===== config.mk =====
export PLATFORM = sky130hd
export DESIGN_NAME = attractor_sweeper
export DESIGN_NICKNAME = d
export VERILOG_FILES = /design/src/rtl/attractor_sweeper.sv
export SDC_FILE = /design/constraint.sdc
export NUM_CORES = 1
export LEC_CHECK = 0
export ABC_CLOCK_PERIOD_IN_PS = 3600
export CORE_MARGIN = 3
export CORE_UTILIZATION = 30
export DETAILED_ROUTE_END_ITERATION = 6
export PLACE_DENSITY_LB_ADDON = 0.15
export SLEW_MARGIN = 20
export SYNTH_ARGS = -nofsm -noshare
export SYNTH_HDL_FRONTEND = slang
export SYNTH_SLANG_ARGS = --single-unit

===== constraint.sdc =====
create_clock -name i_clk -period 3.6 [get_ports i_clk]
set_input_delay 1.08 -clock i_clk [delete_from_list [all_inputs] [get_ports i_clk]]
set_output_delay 1.08 -clock i_clk [all_outputs]
set_load 0.01 [all_outputs]

===== src/rtl/attractor_sweeper.sv =====
// attractor_sweeper
// Walks every initial state 0..2^WIDTH-1 through an external combinational
// gene network, finds the attractor reached from each one with Brent's
// algorithm and hands out one classified result per initial state over a
// valid/ready port.
//
// Build option: define ATTRACTOR_TRANSIENT_EN to also measure the transient
// length (steps from the initial state to the first attractor state) into
// o_res_mu. Without it the tail states are not built and o_res_mu reads 0.
//
// Reset: i_rst_n, asynchronous, active low; clears everything including an
// in-flight sweep, which does not resume afterwards.
//
// state      | meaning
// -----------+---------------------------------------------------------------
// S_IDLE     | waiting for i_start (ignored while o_busy is still high)
// S_LOAD     | seed tortoise/hare with the current initial state
// S_RUN      | one network step per cycle, Brent cycle search
// S_TAIL_ADV | (transient) hare walks len steps ahead of init
// S_TAIL_H   | (transient) advance hare one step
// S_TAIL_T   | (transient) advance tortoise one step, count mu, compare
// S_REPORT   | result held on the output until accepted

module attractor_sweeper #(
  parameter int WIDTH     = 8,
  parameter int MAX_STEPS = 1024,
  localparam int LW       = $clog2(MAX_STEPS + 1)
) (
  input  logic             i_clk,
  input  logic             i_rst_n,
  input  logic             i_start,
  output logic [WIDTH-1:0] o_net_state,
  input  logic [WIDTH-1:0] i_net_next,
  output logic             o_res_valid,
  input  logic             i_res_ready,
  output logic [WIDTH-1:0] o_res_init,
  output logic [1:0]       o_res_kind,
  output logic [LW-1:0]    o_res_len,
  output logic [LW-1:0]    o_res_mu,
  output logic             o_busy,
  output logic             o_done
);

  localparam logic [1:0] KIND_FIXED   = 2'd0;
  localparam logic [1:0] KIND_CYCLE   = 2'd1;
  localparam logic [1:0] KIND_TIMEOUT = 2'd2;
  localparam logic [WIDTH-1:0] INIT_LAST = {WIDTH{1'b1}};

  typedef enum logic [2:0] {
    S_IDLE     = 3'd0,
    S_LOAD     = 3'd1,
    S_RUN      = 3'd2,
    S_REPORT   = 3'd3
`ifdef ATTRACTOR_TRANSIENT_EN
    ,
    S_TAIL_ADV = 3'd4,
    S_TAIL_H   = 3'd5,
    S_TAIL_T   = 3'd6
`endif
  } state_t;

  state_t r_state;
  state_t w_state_nxt;

  logic [WIDTH-1:0] r_init;
  logic [WIDTH-1:0] r_tort;
  logic [WIDTH-1:0] r_hare;
  // power and lam carry one extra bit: power can reach 2^LW
  logic [LW:0]      r_power;
  logic [LW:0]      r_lam;
  logic [LW-1:0]    r_steps;
  logic [1:0]       r_kind;
  logic [LW-1:0]    r_len;
  logic             r_busy;
  logic             r_done;
`ifdef ATTRACTOR_TRANSIENT_EN
  logic [LW-1:0]    r_cnt;
  logic [LW-1:0]    r_mu;
`endif

  logic [LW:0]      w_lam_inc;
  logic [LW-1:0]    w_steps_inc;
  logic [LW-1:0]    w_len;
  logic             w_hit;
  logic             w_budget_out;
  logic             w_start_ok;
  logic             w_accept;
  logic             w_last;

  assign w_lam_inc    = r_lam + {{LW{1'b0}}, 1'b1};
  assign w_steps_inc  = r_steps + LW'(1);
  // lam' never exceeds the step count, so it always fits in LW bits
  assign w_len        = w_lam_inc[LW-1:0];
  assign w_hit        = (i_net_next == r_tort);
  assign w_budget_out = (w_steps_inc == LW'(MAX_STEPS));
  assign w_start_ok   = (r_state == S_IDLE) && i_start && !r_busy;
  assign w_accept     = (r_state == S_REPORT) && i_res_ready;
  assign w_last       = (r_init == INIT_LAST);

  // State register
  always_ff @(posedge i_clk or negedge i_rst_n) begin
    if (!i_rst_n) begin
      r_state <= S_IDLE;
    end else begin
      r_state <= w_state_nxt;
    end
  end

  // Next-state logic
  always_comb begin
    w_state_nxt = r_state;
    case (r_state)
      S_IDLE: begin
        if (w_start_ok) begin
          w_state_nxt = S_LOAD;
        end
      end
      S_LOAD: begin
        w_state_nxt = S_RUN;
      end
      S_RUN: begin
        if (w_hit) begin
`ifdef ATTRACTOR_TRANSIENT_EN
          w_state_nxt = S_TAIL_ADV;
`else
          w_state_nxt = S_REPORT;
`endif
        end else if (w_budget_out) begin
          w_state_nxt = S_REPORT;
        end
      end
`ifdef ATTRACTOR_TRANSIENT_EN
      S_TAIL_ADV: begin
        // last advance: new hare is on net_next, tortoise still at init
        if (r_cnt == LW'(1)) begin
          if (i_net_next == r_tort) begin
            w_state_nxt = S_REPORT;
          end else begin
            w_state_nxt = S_TAIL_H;
          end
        end
      end
      S_TAIL_H: begin
        w_state_nxt = S_TAIL_T;
      end
      S_TAIL_T: begin
        if (i_net_next == r_hare) begin
          w_state_nxt = S_REPORT;
        end else begin
          w_state_nxt = S_TAIL_H;
        end
      end
`endif
      S_REPORT: begin
        if (i_res_ready) begin
          w_state_nxt = w_last ? S_IDLE : S_LOAD;
        end
      end
      default: begin
        w_state_nxt = S_IDLE;
      end
    endcase
  end

  // Outputs: all taken from registers, so res_valid has no path from res_ready
  always_comb begin
    o_res_valid = (r_state == S_REPORT);
    o_res_init  = r_init;
    o_res_kind  = r_kind;
    o_res_len   = r_len;
    o_busy      = r_busy;
    o_done      = r_done;
`ifdef ATTRACTOR_TRANSIENT_EN
    o_res_mu    = r_mu;
    o_net_state = (r_state == S_TAIL_T) ? r_tort : r_hare;
`else
    o_res_mu    = '0;
    o_net_state = r_hare;
`endif
  end

  // Datapath: Brent search, result capture, sweep bookkeeping
  always_ff @(posedge i_clk or negedge i_rst_n) begin
    if (!i_rst_n) begin
      r_init  <= '0;
      r_tort  <= '0;
      r_hare  <= '0;
      r_power <= '0;
      r_lam   <= '0;
      r_steps <= '0;
      r_kind  <= KIND_FIXED;
      r_len   <= '0;
      r_busy  <= 1'b0;
      r_done  <= 1'b0;
`ifdef ATTRACTOR_TRANSIENT_EN
      r_cnt   <= '0;
      r_mu    <= '0;
`endif
    end else begin
      r_done <= 1'b0;
      // busy drops the cycle after the done pulse
      if (r_done) begin
        r_busy <= 1'b0;
      end
      case (r_state)
        S_IDLE: begin
          if (w_start_ok) begin
            r_busy <= 1'b1;
            r_init <= '0;
          end
        end
        S_LOAD: begin
          r_tort  <= r_init;
          r_hare  <= r_init;
          r_power <= {{LW{1'b0}}, 1'b1};
          r_lam   <= '0;
          r_steps <= '0;
        end
        S_RUN: begin
          r_steps <= w_steps_inc;
          if (w_hit) begin
            r_len  <= w_len;
            r_kind <= (w_len == LW'(1)) ? KIND_FIXED : KIND_CYCLE;
`ifdef ATTRACTOR_TRANSIENT_EN
            r_hare <= r_init;
            r_tort <= r_init;
            r_cnt  <= w_len;
            r_mu   <= '0;
`endif
          end else if (w_budget_out) begin
            r_kind <= KIND_TIMEOUT;
            r_len  <= '0;
`ifdef ATTRACTOR_TRANSIENT_EN
            r_mu   <= '0;
`endif
          end else begin
            r_hare <= i_net_next;
            if (w_lam_inc == r_power) begin
              r_tort  <= i_net_next;
              r_power <= {r_power[LW-1:0], 1'b0};
              r_lam   <= '0;
            end else begin
              r_lam   <= w_lam_inc;
            end
          end
        end
`ifdef ATTRACTOR_TRANSIENT_EN
        S_TAIL_ADV: begin
          r_hare <= i_net_next;
          r_cnt  <= r_cnt - LW'(1);
        end
        S_TAIL_H: begin
          r_hare <= i_net_next;
        end
        S_TAIL_T: begin
          r_tort <= i_net_next;
          r_mu   <= r_mu + LW'(1);
        end
`endif
        S_REPORT: begin
          if (w_accept) begin
            if (w_last) begin
              r_done <= 1'b1;
            end else begin
              r_init <= r_init + WIDTH'(1);
            end
          end
        end
        default: begin
        end
      endcase
    end
  end

endmodule


==> results.sh <==
export IMPL_status="completed"
export IMPL_path_max_fanout=11
export IMPL_rsz0062_at_grt="false"
export IMPL_multi_input_area_um2=2440
export IMPL_synthCells=506
export IMPL_yosys_warnings=0
export IMPL_r2r_start="r_lam[0]"
export IMPL_layout_common_cells="dfrtp_1, nand2_1, clkdlybuf4s50_1"
export IMPL_ant_nets=0
export IMPL_final_area_um2=5500
export IMPL_seqCellArea_um2=1900
export IMPL_area_delta_synth_final_pct=18.9
export IMPL_wl_per_cell_um=16.4
export IMPL_yosysSeqAreaShare_pct=41.1
export IMPL_finalMaxSlewViolations=0
export IMPL_antenna_found_initial=0
export IMPL_pwr_share_seq_pct=28.8
export IMPL_ctsResizeCount=0
export IMPL_yosys_area_top_type="dfrtp_1"
export IMPL_cts_htree_levels=3
export IMPL_setup_viol=0
export IMPL_ctsRootBufferMaster="clkbuf_16"
export IMPL_post_place_ws_ns=0.360
export IMPL_grt_max_degree=77
export IMPL_start_util_pct=31.2
export IMPL_dp_hpwl_um=8360
export IMPL_grt_pass1_vias=3805
export IMPL_endpoint="r_lam[4]"
export IMPL_power_frac_comb_pct=50.4
export IMPL_async_reset_ff_share_pct=100
export IMPL_final_common_cell="dfrtp_1"
export IMPL_fp_dieH_um=130
export IMPL_max_vdd_ir_drop_mv=0.687
export IMPL_reg2reg_setup_slack_ns=0.47
export IMPL_vias_per_cell=5.24
export IMPL_postPlaceCellArea_um2=5200
export IMPL_clock_skew_ns=0.0128
export IMPL_drive_gt1_share_pct=10.8
export IMPL_clockBufferDepth=2
export IMPL_worstSetupEndpointType="flop"
export IMPL_grt_ovfl_total=0
export IMPL_worst_slew_pin_slew_ns=0.837
export IMPL_synth_edf_count=0
export IMPL_hold_class="flop to flop"
export IMPL_p_per_area_nw_per_um2=806
export IMPL_clk_latency_ns=0.34
export IMPL_p_leak_uw=0.00227
export IMPL_antennaDiodeCount=0
export IMPL_track_usage_pct=14.9
export IMPL_path_class="flop to flop"
export IMPL_nFillCells=1479
export IMPL_routed_wl_um=12000
export IMPL_r2r_end="r_lam[4]"
export IMPL_pin_count=55
export IMPL_finalNetCount=561
export IMPL_synthTopCellsByArea="dfrtp_1, nand2_1, nand3_1"
export IMPL_post_cts_buffers=0
export IMPL_slew_headroom_pct=43.8
export IMPL_power_internal_uw=2490
export IMPL_final_cells=730
export IMPL_r2r_worst_path_cells=9
export IMPL_synth_cell_types=69
export IMPL_crit_start="r_lam[0]"
export IMPL_hold_viol_final=0
export IMPL_fmax_ghz=0.320
export IMPL_path_clk_slew_ns=0.06
export IMPL_fp_coreArea_um2=14800
export IMPL_fin_crit_ns=3.13
export IMPL_layout_setup_ws_ns=0.473
export IMPL_cts_tree="done"
export IMPL_gp_congestion=0.817
export IMPL_io_buffer_count=43
export IMPL_fp_dieArea_um2=16900
export IMPL_synth_top_area_share_pct=41.1
export IMPL_drc=0
export IMPL_cts_buffers=9
export IMPL_grt_pass1_wl_um=19800
export IMPL_firstDrtPassIters=4
export IMPL_cts_hold_fix_buffers=0
export IMPL_cts_sinks=76
export IMPL_switching_share_pct=43.7
export IMPL_vias=3823
export IMPL_period_share_pct=86.9
export IMPL_maxCapViolCount=0
export IMPL_setup_tns_ns=0
export IMPL_worst_ep_required_time_ns=3.83
export IMPL_synthesis_area_um2=4630
export IMPL_cp_arrival_ns=3.35
export IMPL_synth_seq_cells=76
export IMPL_power_switching_uw=1930
export IMPL_die_w_um=130
export IMPL_drt_iter0_markers=247
export IMPL_critPathLaunchType="flop"
export IMPL_row_count=44
export IMPL_synth_area_per_cell_um2=9.14
export IMPL_p_clk_share_pct=20.8
export IMPL_placed_cells=714
export IMPL_yosys_most_used_dff="dfrtp_1"
-- cells by family after synthesis --
group           Yosys count  share of synthesized area, %
xor+xnor                 32                          6.68
other cells               1                        0.0811
buf+inv                  65                          6.92
compound gates          116                          18.5
flops                    76                          41.1
mux                      11                          2.43
simple gates            196                          21.9
fa+ha+maj                 9                          2.38
-- layer usage --
layer / vias up / part of all wire, % / track usage [%]
li1: 1863 / - / -
met3: 11 / 5.2 / 3.36
met4: 0 / 1.3 / 5.75
met2: 75 / 46 / 23.3
met5: - / 0 / 0
met1: 1874 / 48 / 20.2
-- power by group through the flow --
stage	sequential [uW]	combinational, uW	clock [uW]
after floorplan	1250	1630	0
after global placement	1290	2220	0
after detailed placement	1290	2240	0
after CTS	1280	2250	945
after global routing	1310	2450	982
final	1280	2230	920
-- worst min path at each step --
stage / startpoint / slack, ns / depth (start not counted) / to
2_1_floorplan: o_done / 0.50 / 1 / o_busy
5_1_grt: o_done / 0.46 / 1 / o_busy
3_3_place_gp: o_done / 0.44 / 1 / o_busy
6_report: o_done / 0.45 / 1 / o_busy
4_1_cts: o_done / 0.45 / 1 / o_busy
3_5_place_dp: o_done / 0.44 / 1 / o_busy
-- cell type report --
cell class / instances / area share, %
Multi-Input combinational cell: 375 / 44.4
Tap cell: 184 / 4.19
Inverter: 22 / 1.50
Clock buffer: 11 / 4.23
Sequential cell: 76 / 34.6
Timing Repair Buffer: 57 / 9.99
Clock inverter: 5 / 1.09
-- sequential cells by signal, indices dropped and copies added, names as in the netlist --
name / flops
o_busy: 1
o_done: 1
o_net_state: 8
o_res_init: 8
o_res_kind: 2
o_res_len: 11
r_lam: 12
r_power: 12
r_state: 2
r_steps: 11
r_tort: 8
-- critical path, cell delays in order (launching register included) --
cell	delay [ns]
dfrtp_1	0.48
ha_1	0.31
nand3_2	0.10
nor2_1	0.44
xor3_1	0.32
or4b_1	0.49
o41ai_2	0.21
buf_4	0.25
nor2_4	0.09
a221o_1	0.30
-- stage by stage --
stage	power (uW)	utilization, %	hold slack (ns)
after floorplan	2890	-	0.496
after global placement	3510	35.1	0.436
after detailed placement	3530	35.1	0.442
after CTS	4480	37.1	0.451
after global routing	4740	37.1	0.465
final	4430	37.1	0.447
-- synthesized netlist by cell type, drive strengths merged (2+ instances only) --
cell and instances:
a211oi 3, a21o 2, a21oi 11, a221o 3, a221oi 8, a22o 6
a31oi 3, and2 3, and3 9, and4 3, buf 26, clkbuf 17
dfrtp 76, ha 8, inv 22, mux2 2, mux2i 9, nand2 57
nand3 37, nand3b 4, nand4 11, nor2 35, nor2b 2, nor3 11
nor3b 2, nor4 3, o211ai 2, o21ai 44, o21bai 3, o22ai 5
o2bb2ai 2, o31ai 3, o41ai 10, or2 10, or4 3, or4b 2
xnor2 15, xor2 15
Power figures use the tool's default switching activity.
